==> src/rtl/seg7_scan_driver.sv <==
// seg7_scan_driver: accepts a binary value over valid/ready, shows it as hex
// or as BCD (sequential double-dabble) and scans it out digit by digit to a
// 7-segment decoder with active-low one-hot digit enables.
// Optional feature macro: LEADING_ZERO_BLANK_EN (blank most-significant zero digits).
module seg7_scan_driver #(
    parameter int unsigned DIGITS      = 4,
    parameter int unsigned DIN_W       = 16,
    parameter int unsigned REFRESH_DIV = 50000
) (
    input  logic              clk,
    input  logic              rst,
    input  logic [DIN_W-1:0]  din,
    input  logic              din_valid,
    output logic              din_ready,
    input  logic              dec_mode,
    output logic [3:0]        bcd,
    output logic [DIGITS-1:0] digit_en,
    output logic              ovf
);

    localparam int unsigned IDX_W   = (DIGITS > 1) ? $clog2(DIGITS) : 1;
    localparam int unsigned PRESC_W = $clog2(REFRESH_DIV);
    localparam int unsigned CNT_W   = $clog2(DIN_W);
    localparam int unsigned LIMIT   = 10 ** DIGITS;

    typedef enum logic [1:0] {S_IDLE, S_CONV, S_COMMIT} state_t;
    typedef enum logic [1:0] {M_HEX, M_DEC, M_ERR} mode_t;

    state_t             state_q;
    mode_t              mode_q;
    logic [DIN_W-1:0]   bin_q;
    logic [DIN_W-1:0]   acc_q;
    logic [CNT_W-1:0]   cnt_q;
    logic [DIN_W-1:0]   disp_q;
    logic [DIGITS-1:0]  blank_q;

    logic [DIN_W-1:0]   bcd_adj_c;
    logic [DIN_W-1:0]   commit_val_c;
    logic [DIGITS-1:0]  blank_c;

    logic [PRESC_W-1:0] presc_q;
    logic [IDX_W-1:0]   idx_q;
    logic [IDX_W-1:0]   idx_d;
    logic [DIGITS-1:0]  sel_d;

    // Double-dabble correction: every BCD nibble >= 5 gets +3 before the shift
    always_comb begin
        bcd_adj_c = acc_q;
        for (int k = 0; k < int'(DIGITS); k++) begin
            if (acc_q[4*k +: 4] >= 4'd5) begin
                bcd_adj_c[4*k +: 4] = acc_q[4*k +: 4] + 4'd3;
            end
        end
    end

    // Value written to the display register at COMMIT
    always_comb begin
        commit_val_c = acc_q;
        case (mode_q)
            M_HEX:   commit_val_c = bin_q;
            M_ERR:   commit_val_c = {DIGITS{4'hE}};
            default: commit_val_c = acc_q;
        endcase
    end

`ifdef LEADING_ZERO_BLANK_EN
    // Blank mask: a digit is blanked when it and every digit above it are zero; digit 0 never
    always_comb begin
        blank_c = '0;
        for (int k = int'(DIGITS) - 1; k >= 1; k--) begin
            if (k == int'(DIGITS) - 1) begin
                blank_c[k] = (commit_val_c[4*k +: 4] == 4'd0);
            end else begin
                blank_c[k] = blank_c[k+1] && (commit_val_c[4*k +: 4] == 4'd0);
            end
        end
    end
`else
    // Every digit is lit in its slot
    always_comb begin
        blank_c = '0;
    end
`endif

    // Accept / convert / commit state machine
    always_ff @(posedge clk) begin
        if (rst) begin
            state_q   <= S_IDLE;
            mode_q    <= M_HEX;
            bin_q     <= '0;
            acc_q     <= '0;
            cnt_q     <= '0;
            disp_q    <= '0;
            blank_q   <= '0;
            din_ready <= 1'b1;
            ovf       <= 1'b0;
        end else begin
            case (state_q)
                S_IDLE: begin
                    if (din_valid && din_ready) begin
                        din_ready <= 1'b0;
                        bin_q     <= din;
                        acc_q     <= '0;
                        cnt_q     <= '0;
                        if (!dec_mode) begin
                            mode_q  <= M_HEX;
                            state_q <= S_COMMIT;
                        end else if (32'(din) < LIMIT) begin
                            mode_q  <= M_DEC;
                            state_q <= S_CONV;
                        end else begin
                            mode_q  <= M_ERR;
                            state_q <= S_COMMIT;
                        end
                    end
                end
                S_CONV: begin
                    acc_q <= {bcd_adj_c[DIN_W-2:0], bin_q[DIN_W-1]};
                    bin_q <= {bin_q[DIN_W-2:0], 1'b0};
                    cnt_q <= cnt_q + CNT_W'(1);
                    if (cnt_q == CNT_W'(DIN_W - 1)) begin
                        state_q <= S_COMMIT;
                    end
                end
                S_COMMIT: begin
                    disp_q    <= commit_val_c;
                    blank_q   <= blank_c;
                    ovf       <= (mode_q == M_ERR);
                    din_ready <= 1'b1;
                    state_q   <= S_IDLE;
                end
                default: begin
                    state_q <= S_IDLE;
                end
            endcase
        end
    end

    // Next digit index: advances on prescaler terminal count
    always_comb begin
        idx_d = idx_q;
        if (presc_q == PRESC_W'(REFRESH_DIV - 1)) begin
            idx_d = (idx_q == IDX_W'(DIGITS - 1)) ? '0 : idx_q + IDX_W'(1);
        end
        sel_d = DIGITS'(1) << idx_d;
    end

    // Scanner: prescaler, digit index and registered decoder/anode outputs
    always_ff @(posedge clk) begin
        if (rst) begin
            presc_q  <= '0;
            idx_q    <= '0;
            bcd      <= 4'd0;
            digit_en <= ~DIGITS'(1);
        end else begin
            presc_q  <= (presc_q == PRESC_W'(REFRESH_DIV - 1)) ? '0 : presc_q + PRESC_W'(1);
            idx_q    <= idx_d;
            bcd      <= disp_q[4*idx_d +: 4];
            digit_en <= ~sel_d | (blank_q & sel_d);
        end
    end

endmodule

==> config.mk <==
export PLATFORM = sky130hd
export DESIGN_NAME = seg7_scan_driver
export DESIGN_NICKNAME = d
export VERILOG_FILES = /design/src/rtl/seg7_scan_driver.sv
export SDC_FILE = /design/constraint.sdc
export NUM_CORES = 1
export LEC_CHECK = 0
export BUFFER_PORTS_ARGS = -buffer_cell sky130_fd_sc_hd__buf_2
export CAP_MARGIN = 30
export CORE_AREA = 2 2 88 90
export CTS_CLUSTER_DIAMETER = 80
export DETAILED_ROUTE_END_ITERATION = 7
export DIE_AREA = 0 0 90 92
export GPL_TIMING_DRIVEN = 0
export PLACE_DENSITY = 0.73
export SYNTH_ARGS = -nofsm -noshare
export SYNTH_HDL_FRONTEND = slang
export SYNTH_SLANG_ARGS = --single-unit
==> constraint.sdc <==
create_clock -name clk -period 2.58 [get_ports clk]
set_clock_uncertainty 0.05 [all_clocks]
set_input_delay 0.258 -clock clk [delete_from_list [all_inputs] [get_ports clk]]
set_output_delay 0.258 -clock clk [all_outputs]
set_load 0.01 [all_outputs]
Word-level counts from Yosys, hierarchy flattened
Cells that the tools add are included.

operators by class
  bitwise gates (word level) = 1
  add/subtract/negate cells = 7
  equality and inequality tests = 8
  multiplexer cells = 21
  reduce and logical (&&, ||, !) cells = 10
  shifts and indexed selects = 2
  $lt $le $gt $ge = 5

operators by type and width
  cell                                                                                 count
  16-bit case mux with 2 select lines                                                  3
  16-bit 2-to-1 mux                                                                    2
  16-bit by 1-bit adder with 16-bit output, second input constant                      1
  16-bit equality test, second input constant                                          1
  4-bit by 3-bit greater-or-equal comparator with 1-bit output, second input constant  4
  16-bit by 14-bit < comparator with 1-bit output, second input constant               1
  4-bit 2-to-1 mux                                                                     4
  16-bit by 5-bit variable part select with 4-bit output                               1
  2-bit 2-to-1 mux                                                                     7
  4-bit by 2-bit adder with 4-bit output, second input constant                        3
  4-bit case mux with 2 select lines                                                   1
  2-bit AND reduction                                                                  4
  2-bit equality test, second input constant                                           3
  4-bit by 1-bit adder with 4-bit output, second input constant                        1
  4-bit equality test, second input constant                                           1
  2-bit zero test                                                                      2
  2-bit != test, second input constant                                                 2
  4-bit NOT                                                                            1
  2-bit case mux with 2 select lines                                                   1
  2-bit nonzero test                                                                   2
  1-bit by 2-bit left shift with 4-bit output, first input constant                    1
  3-bit by 2-bit adder with 3-bit output, second input constant                        1
  3-bit 2-to-1 mux                                                                     1
  2-bit by 1-bit adder with 2-bit output, second input constant                        1
  other kinds (5)                                                                      5

storage, ports and cells
  input port bits = 20
  word-level logic and storage cells = 66
  register bits = 84
  output and inout bits = 10

Logic depth before layout (Yosys ltp)
Gate-level depths: netlist (run 1).

  depth after elaboration = 5
  depth in mapped cells = 8
  mapped depth without buffers = 7

Least setup slack after synthesis (run 1)
OpenSTA, ideal clock, no wires.

  path type = register to register
  start = reg presc_q[0]
  end = reg presc_q[11]
  data required time = 2466 ps
  period minus slack after synthesis = 1798 ps
  setup slack = 782 ps
  arrival time = 1684 ps
  cell stages (with the launch flop) = 9
  buffers on the path = 3
  setup time = 64 ps
  cells stage by stage = dfxtp_1 > ha_1 > and3_1 > and4_1 > buf_4 > or2_1 > buf_2 > buf_2 > nor2_1

between the ends
  cells in the longest elaborated chain, start to end = 2
  elaborated cells on any way between the ends = 3
  classes of those cells = add/sub (1); eq/ne (1); reduce/logical (1)

ends and longest elaborated chain
  what                                                                              RTL line  source
  start, declared                                                                   41        logic [PRESC_W-1:0] presc_q;
  start signal, assigned                                                            156       presc_q <= (presc_q == PRESC_W'(REFRESH_DIV - 1)) ? '0 : presc_q + PRESC_W'(1);
  branches (longest 2 deep; another with 16-bit by 1-bit adder with 16-bit output)  --

Several ways; the timed one is not identified.
A chain may end at the register's enable or synchronous reset.

Final worst setup path (run 1)
  start = reg presc_q[0]
  end = reg bcd[0]

between the ends
  cells in the longest elaborated chain, start to end = 3

ends and longest elaborated chain
  what                                                    RTL line  source
  16-bit equality test                                    142       if (presc_q == PRESC_W'(REFRESH_DIV - 1)) begin
  2-bit 2-to-1 mux                                        142
  16-bit by 5-bit variable part select with 4-bit output  158       bcd <= disp_q[4*idx_d +: 4];
  end signal, assigned                                    158
  end, declared                                           16        output logic [3:0] bcd,

Every way passes these cells.

==> results_dict.tcl, run 1 <==
set metrics [dict create \
    synth_edf_count 0 \
    hold_viol 0 \
    cp_max_fo 10 \
    ctsResizeCount 0 \
    drt_iter0_drc 226 \
    synth_area_um2 3955 \
    dpl.hpwl_mm 7.043 \
    synth_area_per_cell_um2 8.309 \
    worst_pin_slew_ns 0.7308 \
    insertion_delay_ns 0.35 \
    p_switching_uw 656.4 \
    cpLargestDelayFamily "simple AND/OR/NAND/NOR gates" \
    power.internal_mw 2.009 \
    power.density_nw_per_um2 599.6 \
    cpMaxStageDelayCell "dfxtp_1" \
    holdCritStartpoint "din[14]" \
    syn_inst 476 \
    num_antenna_cells 0 \
    drv_cap 0 \
    yosys.cell_types.count 44 \
    postCtsSetupBuffers 0 \
    wirelength_mm 9.609 \
    fp-row-count 32 \
    required_ns 2.75 \
    r2r-start "presc_q[0]" \
    grt_first_pass_wirelength_mm 15.84 \
    post-layout-total-power_mw 2.665 \
    hold_end "bin_q[14]" \
    ir_worst_vdd_uv 355.8 \
    layout_commonest_cell "nor2_1" \
    hold_path_depth 3 \
    synth_seq_cells 84 \
    setup_ws_ns 0.3885 \
    ys_async_sr_fraction 0 \
    slew_violations 0 \
    cts-root-buf "clkbuf_8" \
    route.detailed.drc 0 \
    ys_warn_count 0 \
    numCtsBuffers 9 \
    cp_cell_sequence "ha_1, and3_1, nand4_1, clkbuf_1, and3_1, a311oi_1, o22ai_1" \
    cts_sinks 84 \
    start_util 0.5311 \
    ant_nets 0 \
    pwr-share-seq 0.526 \
    start_kind "flip-flop" \
    crit_path_max_incr_delay_ns 0.38 \
    grt_overflow 0 \
    layoutNonFillerInstCount 623 \
    drt-pass1-iter-count 5 \
    rrSetupSlack_ns 0.39 \
    ios 30 \
    p_leak_nw 1.680 \
    drive_above_1_share 0.1017 \
    die-area_um2 8280 \
    clk_pin_slew_ns 0.08 \
    syn-num-nets 507 \
    critPathArrivalTime_ns 2.36 \
    critPathCaptureType "flip-flop" \
    nFillCells 685 \
    wire_per_inst_um 15.42 \
    viasPerCell 5.666 \
    fin_crit_sh 0.8494 \
    cts_hold_buf 0 \
    holdWs_ns 0.1361 \
    final_core_util 0.5968 \
    grt_setup_unrepaired "no" \
    final_cell_mix "nor2_1 (87), dfxtp_1 (84), nand2_1 (33)" \
    synthFlopType "dfxtp_1" \
    cts_tree "built" \
    area_growth_pct 12.37 \
    finalCriticalPeriod_ns 2.191 \
    nets 547 \
    first_global_vias 3413 \
    rr_worst_depth 7 \
    setup_viol 0 \
    p_sw_frac 0.2463 \
    dpl.cell_count 607 \
    synth_seq_area_share 0.4252 \
    p_clk_frac 0.381 \
    die-width_um 90 \
    core-area_um2 7447 \
    die_h_um 92 \
    worst_r2r_endpoint "bcd[0]" \
    worstHoldPathType "in2reg" \
    place_area_um2 4228 \
    finalInstanceArea_um2 4444 \
    cts-htree-levels 3 \
    grtUsageTotal 0.2362 \
    setup-tns-final_ns 0 \
    gp_congestion 0.8694 \
    antenna_found_initial 0 \
    grt_max_degree 14 \
    dpl_worst_slack_ns 0.4240 \
    comb_power_share 0.093 \
    cp_common_cell "and3_1" \
    worst-path-buf-inv 1 \
    port_buffers 29 \
    vias 3530 \
    worstSetupPathType "reg2reg" \
    max_slew_margin 0.5091 \
    max_clock_freq_ghz 0.4563 \
    status "completed" \
    clockBufferDepth 2 \
]
==> worst register-to-register path, delay by kind of cell (launching register included) <==
family,cells,cell delay (ns)
flops,1,0.38
buf+inv,1,0.29
compound gates,2,0.40
fa+ha+maj,1,0.24
simple gates,3,0.71
==> cells in the mapped netlist (3+ instances only) <==
| master | n | share of area |
|---|---|---|
| dfxtp_1 | 84 | 0.43 |
| and4b_1 | 3 | 0.0076 |
| nor2_1 | 87 | 0.083 |
| inv_1 | 12 | 0.011 |
| nor4_1 | 17 | 0.027 |
| xnor2_1 | 14 | 0.031 |
| nand3_1 | 16 | 0.020 |
| o21ai_0 | 9 | 0.011 |
| nand4_1 | 4 | 0.0063 |
| o221ai_1 | 9 | 0.020 |
| xor2_1 | 7 | 0.016 |
| ha_1 | 11 | 0.035 |
| a21o_1 | 3 | 0.0057 |
| clkbuf_1 | 28 | 0.027 |
| nand2b_1 | 15 | 0.024 |
| a211oi_1 | 3 | 0.0057 |
| mux2i_1 | 7 | 0.018 |
| nand2_1 | 33 | 0.031 |
| nor3_1 | 15 | 0.019 |
| o211ai_1 | 5 | 0.0095 |
| and3_1 | 11 | 0.017 |
| nor3b_1 | 5 | 0.0095 |
| a222oi_1 | 3 | 0.0076 |
| or3_1 | 4 | 0.0063 |
| and3b_1 | 4 | 0.0089 |
| a21oi_1 | 26 | 0.033 |
| a311oi_1 | 4 | 0.0089 |
| a22oi_1 | 8 | 0.015 |
| o22ai_1 | 4 | 0.0063 |
| a221oi_1 | 3 | 0.0066 |
| a32oi_1 | 3 | 0.0066 |
==> power groups by stage <==
stage	clock network [mW]	logic, mW	registers, mW
after floorplan	0	0.167	1.41
after global placement	0	0.238	1.43
after detailed placement	0	0.244	1.43
after CTS	1.03	0.247	1.40
after global routing	1.08	0.276	1.41
final	1.02	0.249	1.40
==> layer usage <==
metal,GRT usage,part of all wire,routed length (um)
met1,0.2819,0.44,4246
met2,0.4148,0.49,4692
met3,0.05259,0.052,495
met4,0.09103,0.018,175
met5,0,0,0
==> flip-flops by register name, summed over array words and instances, names as in the netlist <==
register   count
din_ready      1
bin_q         16
acc_q         16
cnt_q          4
disp_q        16
state_q        2
mode_q         2
ovf            1
bcd            4
digit_en       4
idx_q          2
presc_q       16
==> area by class of cell <==
type	instances	area, um2	share of cell area
Multi-Input combinational cell	348	2095	0.4713
Sequential cell	84	1682	0.3784
Timing Repair Buffer	29	145.1	0.03266
Clock buffer	11	141.4	0.03181
Buffer	32	133.9	0.03012
Tap cell	102	127.6	0.02872
Clock inverter	5	75.07	0.01689
Inverter	12	45.04	0.01014
==> worst max path at each step <==
stage,cells after the start,slack (ns),from,endpoint
finish,7,0.39,presc_q[0],bcd[0]
CTS,7,0.40,presc_q[0],bcd[0]
floorplan,8,0.78,presc_q[0],presc_q[11]
global route,7,0.21,presc_q[0],bcd[2]
detailed placement,7,0.42,presc_q[0],bcd[0]
global placement,7,0.43,presc_q[0],bcd[0]
==> cells by family (layout without fill, tap and decap cells) <==
group	after synthesis	after routing	share of synthesized area
AND/OR/NAND/NOR	226	226	0.2879
flip-flops	84	84	0.4252
AO/OA/AOI/OAI	83	83	0.1427
buffers and inverters	44	89	0.04524
XOR/XNOR	21	21	0.04651
adder cells (fa/ha/maj)	11	11	0.03480
multiplexers	7	7	0.01772
(Power assumes the default switching activity.)
==> inputs of run 2 (changes only) <==
--- a/config.mk
+++ b/config.mk
@@ -7,12 +7,12 @@
 export LEC_CHECK = 0
 export BUFFER_PORTS_ARGS = -buffer_cell sky130_fd_sc_hd__buf_2
 export CAP_MARGIN = 30
-export CORE_AREA = 2 2 88 90
+export CORE_AREA = 2 2 89 91
 export CTS_CLUSTER_DIAMETER = 80
 export DETAILED_ROUTE_END_ITERATION = 7
-export DIE_AREA = 0 0 90 92
+export DIE_AREA = 0 0 91 93
 export GPL_TIMING_DRIVEN = 0
-export PLACE_DENSITY = 0.73
+export PLACE_DENSITY = 0.74
 export SYNTH_ARGS = -nofsm -noshare
 export SYNTH_HDL_FRONTEND = slang
 export SYNTH_SLANG_ARGS = --single-unit
==> constraint.sdc (replaced) <==
create_clock -name clk -period 1.85 [get_ports clk]
set_clock_uncertainty 0.05 [all_clocks]
set_input_delay 0.185 -clock clk [delete_from_list [all_inputs] [get_ports clk]]
set_output_delay 0.185 -clock clk [all_outputs]
set_load 0.01 [all_outputs]
==> results_dict.tcl, run 2 (same netlist as run 1, synthesis figures left out) <==
set metrics [dict create \
    insertion_delay_ns 0.35 \
    cts-htree-levels 3 \
    grt_overflow 0 \
    layout_commonest_cell "nor2_1" \
    status "finished with violations" \
    port_buffers 29 \
    grt_max_degree 16 \
    ir_worst_vdd_uv 394.3 \
    fin_crit_sh 1.058 \
    multi_input_area_um2 2202 \
    critPathCaptureType "flip-flop" \
    grtUsageTotal 0.2581 \
    crit_path_max_incr_delay_ns 0.35 \
    p_leak_nw 1.749 \
    dpl.hpwl_mm 7.302 \
    wire_per_inst_um 16.56 \
    drt_iter0_drc 251 \
    cts_tree "built" \
    start_kind "flip-flop" \
    drt-pass1-iter-count 7 \
    start_util 0.5254 \
    cts_sinks 84 \
    drv_cap 0 \
    post-layout-total-power_mw 3.505 \
    area_growth_pct 17.53 \
    fp-row-count 32 \
    setup_viol 4 \
    clk_pin_slew_ns 0.08 \
    hold_viol 0 \
    required_ns 2.02 \
    worstHoldPathType "in2reg" \
    antenna_found_initial 0 \
    max_clock_freq_ghz 0.5111 \
    max_slew_margin 0.5065 \
    drive_above_1_share 0.1799 \
    wirelength_mm 10.44 \
    cpMaxStageDelayCell "dfxtp_2" \
    grt_setup_unrepaired "yes" \
    die_h_um 93 \
    nets 555 \
    num_antenna_cells 0 \
    route.detailed.drc 0 \
    power.density_nw_per_um2 754.1 \
    die-width_um 91 \
    final_cell_mix "nor2_1 (86), dfxtp_1 (76), nand2_1 (33)" \
    vias 3708 \
    first_global_vias 3598 \
    numCtsBuffers 9 \
    ios 30 \
    worstSetupPathType "reg2reg" \
    viasPerCell 5.886 \
    worst_pin_slew_ns 0.7347 \
    core-area_um2 7527 \
    cp_max_fo 7 \
    critPathArrivalTime_ns 2.13 \
    nFillCells 684 \
    setup-tns-final_ns -0.2827 \
    violations "setup timing" \
    seq_area_um2 1699 \
    cts-root-buf "clkbuf_8" \
    grt_first_pass_wirelength_mm 17.46 \
    rrSetupSlack_ns -0.11 \
    die-area_um2 8463 \
    clockBufferDepth 2 \
    place_area_um2 4228 \
    slew_violations 0 \
    cp_cell_sequence "nor4b_4, nand4_1, clkbuf_8, and3_4, a311oi_2, o22ai_1" \
    gp_congestion 0.8970 \
    ant_nets 0 \
    finalInstanceArea_um2 4648 \
    setup_ws_ns -0.1066 \
    finalCriticalPeriod_ns 1.957 \
]
## run 2: stage by stage
step / hold WS (ns) / util / setup slack, ns / cells
final: 0.04374 / 0.6175 / -0.1066 / 630
after CTS: 0.03536 / 0.6046 / -0.03767 / 625
after global placement: 0.3950 / 0.5617 / -0.2577 / 607
after global routing: 0.05472 / 0.6175 / -0.1257 / 630
after detailed placement: 0.4033 / 0.5617 / -0.3289 / 607
after floorplan: 0.2813 / - / 0.05224 / 476
## run 2: path summary, 6_finish.rpt
| check | startpoint | end | cells past startpoint |
|---|---|---|---|
| worst max register to register | presc_q[10] | bcd[0] | 6 |
| worst min register to register | disp_q[3] | disp_q[3] | 2 |
| worst min-delay path | din[14] | bin_q[14] | 3 |
| worst max-delay path | presc_q[10] | bcd[0] | 6 |
## run 2: final cells by class
| type | count | share of cell area |
|---|---|---|
| multi-input cells | 348 | 0.4738 |
| flip-flops and latches | 84 | 0.3655 |
| repair buffers | 40 | 0.05357 |
| clock buffers | 11 | 0.03257 |
| plain buffers | 29 | 0.03203 |
| well taps | 102 | 0.02746 |
| inverters | 12 | 0.009690 |
| clock inverters | 4 | 0.005384 |
## run 2: power by group
group / total [mW] / switching [mW] / internal [mW]
clock network: 1.19 / 0.639 / 0.549
registers: 1.96 / 0.0782 / 1.88
logic: 0.359 / 0.224 / 0.135
## run 2: worst max-delay path: cells and delay by family, from the launching register on
family,cells,cell delay (ns)
flip-flops,1,0.35
AND/OR/NAND/NOR,3,0.80
AO/OA/AOI/OAI,2,0.37
buffers and inverters,1,0.24
## run 2: repair_timing
action,4_1_cts,5_1_grt
hold buffers,0,0
pin swaps,13,9
setup endpoints to repair,21,45
gates cloned,0,1
resized for setup,30,22
setup buffers,4,6
## run 2: routing by layer
metal | track usage | share of wire | up-vias
li1 | - | - | 1790
met1 | 0.3179 | 0.43 | 1780
met2 | 0.4525 | 0.50 | 115
met3 | 0.03626 | 0.044 | 23
met4 | 0.1111 | 0.026 | 0
met5 | 0 | 0 | -
==> inputs of run 3 (changes only) <==
--- a/config.mk
+++ b/config.mk
@@ -13,6 +13,7 @@
 export DIE_AREA = 0 0 91 93
 export GPL_TIMING_DRIVEN = 0
 export PLACE_DENSITY = 0.74
+export RECOVER_POWER = 50
 export SYNTH_ARGS = -nofsm -noshare
 export SYNTH_HDL_FRONTEND = slang
 export SYNTH_SLANG_ARGS = --single-unit
==> constraint.sdc (replaced) <==
create_clock -name clk -period 1.85 [get_ports clk]
set_clock_uncertainty 0.05 [all_clocks]
set_input_delay 0.2775 -clock clk [delete_from_list [all_inputs] [get_ports clk]]
set_output_delay 0.2775 -clock clk [all_outputs]
set_load 0.01 [all_outputs]
==> results_dict.tcl, run 3 (same netlist as run 1, synthesis figures left out) <==
set metrics [dict create \
    critPathArrivalTime_ns 2.11 \
    p_leak_nw 1.715 \
    first_global_vias 3598 \
    die-area_um2 8463 \
    antenna_found_initial 0 \
    start_util 0.5254 \
    cts-htree-levels 3 \
    dpl.hpwl_mm 7.302 \
    hold_end "bin_q[14]" \
    required_ns 2.03 \
    dpl_worst_slack_ns -0.3289 \
    ios 30 \
    core-area_um2 7527 \
    layout_commonest_cell "nor2_1" \
    rr_worst_depth 6 \
    num_antenna_cells 0 \
    die_h_um 93 \
    clk_pin_slew_ns 0.08 \
    setup-tns-final_ns -0.2328 \
    cts_tree "built" \
    startpoint "presc_q[10]" \
    rrSetupSlack_ns -0.09 \
    area_growth_pct 17.11 \
    hold_path_depth 3 \
    max_slew_margin 0.4911 \
    drive_above_1_share 0.1572 \
    grt_overflow 0 \
    cts_sinks 84 \
    worstHoldPathType "in2reg" \
    drt_iter0_drc 265 \
    status "finished with violations" \
    setup_ws_ns -0.08873 \
    ant_nets 0 \
    drv_cap 0 \
    fp-row-count 32 \
    critPathCaptureType "flip-flop" \
    worstSetupPathType "reg2reg" \
    r2r-start "presc_q[10]" \
    finalCriticalPeriod_ns 1.939 \
    dpl.cell_count 607 \
    max_clock_freq_ghz 0.5158 \
    drt-pass1-iter-count 7 \
    holdWs_ns 0.1334 \
    viasPerCell 5.902 \
    die-width_um 91 \
    nets 555 \
    slew_violations 0 \
    numCtsBuffers 9 \
    grt_setup_unrepaired "yes" \
    cts_hold_buf 0 \
    setup_viol 4 \
    grtUsageTotal 0.2581 \
    cp_max_fo 7 \
    port_buffers 29 \
    final_cell_mix "nor2_1 (87), dfxtp_1 (76), nand2_1 (33)" \
    worst_r2r_endpoint "bcd[0]" \
    wirelength_mm 10.44 \
    insertion_delay_ns 0.35 \
    gp_congestion 0.8970 \
    wire_per_inst_um 16.57 \
    grt_max_degree 16 \
    clockBufferDepth 2 \
    fin_crit_sh 1.048 \
    layoutNonFillerInstCount 630 \
    ir_worst_vdd_uv 396.2 \
    violations "setup timing" \
    vias 3718 \
    cts-root-buf "clkbuf_8" \
    grt_first_pass_wirelength_mm 17.46 \
    route.detailed.drc 0 \
    holdCritStartpoint "din[14]" \
    start_kind "flip-flop" \
    worst_pin_slew_ns 0.7576 \
    hold_viol 0 \
    power.density_nw_per_um2 757.9 \
]
[run 3: repair_timing]
item | CTS | global route
cloned | 0 | 1
pin swaps | 13 | 9
endpoints found under the setup margin | 21 | 45
buffers inserted | 4 | 6
gates resized for setup | 30 | 22
[run 3: metrics by stage]
| stage | util | area (um2) | power, mW |
|---|---|---|---|
| after floorplan | - | 3955 | 2.204 |
| after global placement | 0.5617 | 4228 | 2.325 |
| after detailed placement | 0.5617 | 4228 | 2.336 |
| after CTS | 0.6046 | 4551 | 3.497 |
| after global routing | 0.6154 | 4632 | 3.643 |
| final | 0.6154 | 4632 | 3.510 |
[run 3: report_power, final]
part | switching (mW) | internal [mW] | leakage, nW
Combinational | 0.223 | 0.133 | 0.941
Clock | 0.648 | 0.549 | 0.0872
Sequential | 0.0775 | 1.88 | 0.687
Total | 0.948 | 2.56 | 1.71
[run 3: worst max-delay path by stage]
stage	slack (ns)	to
floorplan	0.05	presc_q[11]
global placement	-0.26	bcd[1]
detailed placement	-0.33	bcd[1]
CTS	-0.04	bcd[1]
global route	-0.13	bcd[0]
finish	-0.09	bcd[0]
[run 3: routing by layer]
metal / wire length (um) / share of wire / global-route usage
met1: 4525 / 0.43 / 0.3179
met5: 0 / 0 / 0
met3: 501 / 0.048 / 0.03626
met4: 300 / 0.029 / 0.1111
met2: 5111 / 0.49 / 0.4525
[run 3: final cells by class]
| type | instances | area (um2) |
|---|---|---|
| Fill cell | 688 | 2895 |
| Clock buffer | 11 | 151.4 |
| Inverter | 12 | 45.04 |
| Multi-Input combinational cell | 348 | 2200 |
| Clock inverter | 4 | 25.02 |
| Tap cell | 102 | 127.6 |
| Timing Repair Buffer | 40 | 235.2 |
| Sequential cell | 84 | 1699 |
| Buffer | 29 | 148.9 |
[run 3: worst max-delay path, stage by stage (launching register included)]
cell and delay [ns]:
dfxtp_2 0.36, nor4b_4 0.33, nand4_1 0.28, clkbuf_8 0.24, and3_4 0.18, a311oi_2 0.23, o22ai_1 0.14
